**src/rtl/fetch_unit.sv**
```systemverilog
// Instruction fetch front end: issues word fetches, buffers responses in a small FIFO,
// hands {pc, instr} to decode. Optional perf counters under `ifdef FETCH_PERF_EN.
module fetch_unit #(
  parameter logic [31:0] RESET_PC = 32'h0000_0000,
  parameter int unsigned DEPTH    = 2
) (
  input  logic        clk,
  input  logic        reset,
  input  logic        fetch_en,
  input  logic        redirect_valid,
  input  logic [31:0] redirect_pc,
  output logic        imem_req,
  output logic [31:0] imem_addr,
  input  logic [31:0] imem_rdata,
  output logic        out_valid,
  input  logic        out_ready,
  output logic [31:0] out_instr,
  output logic [31:0] out_pc
`ifdef FETCH_PERF_EN
  ,
  output logic [31:0] perf_fetched,
  output logic [31:0] perf_flushes
`endif
);

  localparam int unsigned PW = $clog2(DEPTH);
  localparam logic [PW+1:0] DEPTH_W = (PW+2)'(DEPTH);

  typedef enum logic {BOOT, RUN} state_t;

  state_t        state, state_nx;
  logic [31:0]   pc;
  logic [31:0]   inflight_pc;
  logic          inflight;
  logic          discard;
  logic [31:0]   q_pc    [DEPTH];
  logic [31:0]   q_instr [DEPTH];
  logic [PW-1:0] rd_ptr, wr_ptr, next_rd;
  logic [PW:0]   count, count_nx;
  logic [PW+1:0] occupancy;
  logic          pop, push, flush, issue;
  logic [31:0]   head_pc_nx, head_instr_nx;

  assign out_valid = (count != '0);
  assign pop       = out_valid & out_ready;
  assign push      = inflight & ~discard & ~flush;
  assign imem_req  = issue;
  assign imem_addr = pc;
  assign occupancy = (PW+2)'(count) + (PW+2)'(inflight) - (PW+2)'(pop);
  assign next_rd   = rd_ptr + PW'(pop);
  assign count_nx  = count - (PW+1)'(pop) + (PW+1)'(push);

  always_comb begin
    state_nx = state;
    flush    = 1'b0;
    issue    = 1'b0;
    case (state)
      BOOT: state_nx = RUN;
      RUN: begin
        flush = redirect_valid;
        issue = fetch_en & ~redirect_valid & (occupancy < DEPTH_W);
      end
      default: state_nx = BOOT;
    endcase
  end

  // Registered head: when the queue would otherwise be empty after a pop, the
  // response being pushed this cycle becomes the head directly.
  always_comb begin
    head_pc_nx    = q_pc[next_rd];
    head_instr_nx = q_instr[next_rd];
    if (push && (next_rd == wr_ptr)) begin
      head_pc_nx    = inflight_pc;
      head_instr_nx = imem_rdata;
    end
  end

  always_ff @(posedge clk) begin
    if (push) begin
      q_pc[wr_ptr]    <= inflight_pc;
      q_instr[wr_ptr] <= imem_rdata;
    end
  end

  always_ff @(posedge clk or negedge reset) begin
    if (!reset) begin
      state       <= BOOT;
      pc          <= RESET_PC;
      inflight    <= 1'b0;
      inflight_pc <= '0;
      discard     <= 1'b0;
      rd_ptr      <= '0;
      wr_ptr      <= '0;
      count       <= '0;
      out_pc      <= '0;
      out_instr   <= '0;
    end else begin
      state    <= state_nx;
      inflight <= issue;
      discard  <= flush & inflight;
      if (issue) begin
        inflight_pc <= pc;
        pc          <= pc + 32'd4;
      end
      if (flush) begin
        pc     <= redirect_pc & 32'hFFFF_FFFC;
        rd_ptr <= '0;
        wr_ptr <= '0;
        count  <= '0;
      end else begin
        rd_ptr <= next_rd;
        count  <= count_nx;
        if (push) wr_ptr <= wr_ptr + PW'(1);
        if (count_nx != '0) begin
          out_pc    <= head_pc_nx;
          out_instr <= head_instr_nx;
        end
      end
    end
  end

`ifdef FETCH_PERF_EN
  always_ff @(posedge clk or negedge reset) begin
    if (!reset) begin
      perf_fetched <= '0;
      perf_flushes <= '0;
    end else begin
      if (pop)   perf_fetched <= perf_fetched + 32'd1;
      if (flush) perf_flushes <= perf_flushes + 32'd1;
    end
  end
`endif

endmodule

```
**config.mk**
```make
export PLATFORM = sky130hd
export DESIGN_NAME = fetch_unit
export DESIGN_NICKNAME = d
export VERILOG_FILES = /design/src/rtl/fetch_unit.sv
export SDC_FILE = /design/constraint.sdc
export NUM_CORES = 1
export LEC_CHECK = 0
export ABC_AREA = 0
export BUFFER_PORTS_ARGS = -buffer_cell sky130_fd_sc_hd__buf_2
export CORE_ASPECT_RATIO = 1.75
export CORE_MARGIN = 2
export CORE_UTILIZATION = 55
export DETAILED_ROUTE_END_ITERATION = 10
export PLACE_DENSITY = 0.83
export SETUP_SLACK_MARGIN = 0.2
export SYNTH_ARGS = -nofsm -noshare
export SYNTH_HDL_FRONTEND = slang
export SYNTH_SLANG_ARGS = --single-unit
```
**constraint.sdc**
```tcl
create_clock -name clk -period 7.7 [get_ports clk]
set_input_delay 0.385 -clock clk [delete_from_list [all_inputs] [get_ports clk]]
set_output_delay 0.385 -clock clk [all_outputs]
set_load 0.05 [all_outputs]
```
==> results.md <==
* Vias at 7184
* Min Clock Period, post-route at 4.08 ns
* Slowest-stage cell, CP: dfrtp_1
* Final ANT Viol Nets at 0
* DIE HEIGHT at 184 um
* Fin util at 0.658
* Die area at 19700 um^2
* Main synth FF type: dfrtp_1
* Seq/Total Area, Yosys at 0.682
* First-pass GRT wire length at 36400 um
* Global Route Usage Sum at 0.232
* Post-route total power at 5.23 mW
* CP arrival at 3.69 ns
* Synth top area cells: edfxtp_1 (37%), dfrtp_1 (32%), nand2_1 (6.7%)
* Leak at 4.96 nW
* Vias per inst at 5.78
* Iteration-0 DRC Markers at 444
* Yosys top cell area share at 0.365
* CTS tree: done
* Setup violators final at 0
* Worst-Margin Slew at 0.999 ns
* Die X-Extent at 107 um
* Grt ovf at 0
* Area after DPL at 11200 um^2
* DRT Wirelength at 22600 um
* WP data required at 7.32 ns
* CP max stage delay at 0.59 ns
* Layout Nets at 1066
* TritonRoute pass-1 iters at 5
* Cells after Synth at 852
* IO Count at 167
* Worst-path clk slew at 0.07 ns
* Max-slew headroom at 0.334
* CTS buffer count at 22
* Avg Synthesized Cell Area at 12.0 um^2
* Starting density of the core at 0.562
* Number of library cell types mapped by synthesis at 57
* Max-cap violations at 0
* Area leader, netlist: edfxtp_1
* WHS at 0.0861 ns
* I/O Buffers at 160
* H-Tree Depth at 1
* Setup bufs post-CTS at 0
* Setup TNS at 0 ns
* PD cells at 439 nW/um^2
* Cell area after layout at 11900 um^2
* Core area at 18100 um^2
* RSZ-0062 raised after global routing: no
* TritonCTS Sinks at 253
* Register bit total from synthesis at 253
* Slew Limit Fails at 0
* Synth Warn # at 0
* Post-CTS sizing at 0
* Post-synth EDFFs at 124
* Most common cell after layout, fill and taps aside: nand2_1
* VDD IR max at 0.245 mV
* N_diodes at 0
* Post-Syn Area at 10200 um^2
* Startpoint types: register
* Final hold vios at 0
* Max Clock Freq at 245 MHz
* Status: complete, no violations
* Async set or reset register ratio after synthesis at 0.510
* Fraction of layout cells with a size suffix above 1 at 0.220
* Worst min path class: in2reg
* Area grow syn2layout at 17.0%
* Most frequent cells in the layout: nand2_1 (182), buf_2 (159), dfrtp_1 (129)
* Maximum buffer depth of the clock tree at 3
* Crit-path cells: nand2_1 -> nor2_1 -> o21ai_0 -> fa_1 -> and4b_1 -> nand2_1 -> buf_4 -> clkinv_1 -> buf_4 -> buf_2
* Final Skew at 0.00834 ns
* Residual DRC count at 0
* Initial antenna violation count at 0
* Placement row count at 65
* Wire per inst at 18.2 um
* Largest net degree at the start of global routing at 102
* CP Capture Type: primary output
* CP max FO at 39
* Final Cycle Share at 0.530
* Number of global-route vias before repair at 7139
* Clock latency on the worst-skew pair at 0.50 ns
* Setup CP Type: reg2out
* Clk root buf: clkbuf_16
* HPWL Detailed at 14200 um
* Placer Congestion at 0.895
cells by family after synthesis:
group / count (synthesis) / synth area share
compound gates: 176 / 0.121
xor+xnor: 20 / 0.0190
fa+ha+maj: 3 / 0.00442
buf+inv: 59 / 0.0277
flops: 253 / 0.682
mux: 4 / 0.00405
other cells: 2 / 0.000737
simple gates: 335 / 0.141
layer usage:
| layer | global-route usage | vias to the layer above | wire length [um] |
|---|---|---|---|
| li1 | - | 3371 | - |
| met1 | 0.297 | 3539 | 9130 |
| met2 | 0.401 | 231 | 11600 |
| met3 | 0.0265 | 43 | 1110 |
| met4 | 0.0951 | 0 | 826 |
| met5 | 0 | - | 0 |
layout make-up:
| cell class | instances | area (um^2) |
|---|---|---|
| Timing Repair Buffer | 171 | 892 |
| Inverter | 3 | 11.3 |
| Sequential cell | 253 | 6950 |
| Clock buffer | 26 | 617 |
| Clock inverter | 13 | 144 |
| Fill cell | 1409 | 6210 |
| Tap cell | 234 | 293 |
| Multi-Input combinational cell | 543 | 3020 |
worst max-delay path, delay by kind of cell (launching register included):
kind,cells,cell delay (ns)
buffers and inverters,4,1.36
DFF,1,0.59
and+or+nand+nor,4,0.62
AOI/OAI and AO/OA,1,0.14
adders and majority gates,1,0.46
sequential cells by signal, indices dropped and copies added (netlist names):
signal and cells:
q_instr 64, q_pc 60, out_instr 32, imem_addr 30, inflight_pc 30, out_pc 30
count 2, discard 1, inflight 1, rd_ptr 1, state 1, wr_ptr 1
timing repair:
action | CTS | global route
endpoints found under the setup margin | 0 | 0
hold buffers | 1 | 0
hold endpoints to repair | 62 | 0
cells in the mapped netlist (6+ instances only):
| master | instances |
|---|---|
| nor3_1 | 12 |
| clkbuf_1 | 21 |
| o211ai_1 | 8 |
| nor2_1 | 78 |
| xor2_1 | 9 |
| nand4_1 | 9 |
| o31ai_1 | 61 |
| nand2_1 | 182 |
| buf_4 | 8 |
| edfxtp_1 | 124 |
| o21ai_0 | 17 |
| o22ai_1 | 59 |
| xnor2_1 | 10 |
| dfrtp_1 | 129 |
| nand3_1 | 21 |
| and3_1 | 6 |
| buf_2 | 23 |
stage by stage:
step / cells / setup WS (ns)
after floorplan: 855 / 1.09
after global placement: 1203 / 4.02
after detailed placement: 1203 / 3.92
after CTS: 1243 / 3.60
after global routing: 1243 / 3.34
final: 1243 / 3.62
power breakdown:
part           internal (mW)  switching (mW)  total [mW]
clock                  0.673           0.469        1.14
sequential              1.80           0.245        2.05
combinational          0.531            1.51        2.04
total                   3.01            2.22        5.23
final timing paths:
| path | from | to | slack [ns] | cells past startpoint |
|---|---|---|---|---|
| setup / recovery | count[1] | imem_req | 3.62 | 10 |
| hold / removal | redirect_pc[2] | imem_addr[2] | 0.09 | 3 |
| setup reg to reg | discard | out_instr[16] | 3.93 | 8 |
| hold reg to reg | out_pc[2] | out_pc[2] | 0.47 | 2 |
| max in group asynchronous | reset | imem_addr[28] | 5.93 | 3 |
| min in group asynchronous | reset | count[0] | 0.44 | 2 |
(Power assumes the default switching activity.)
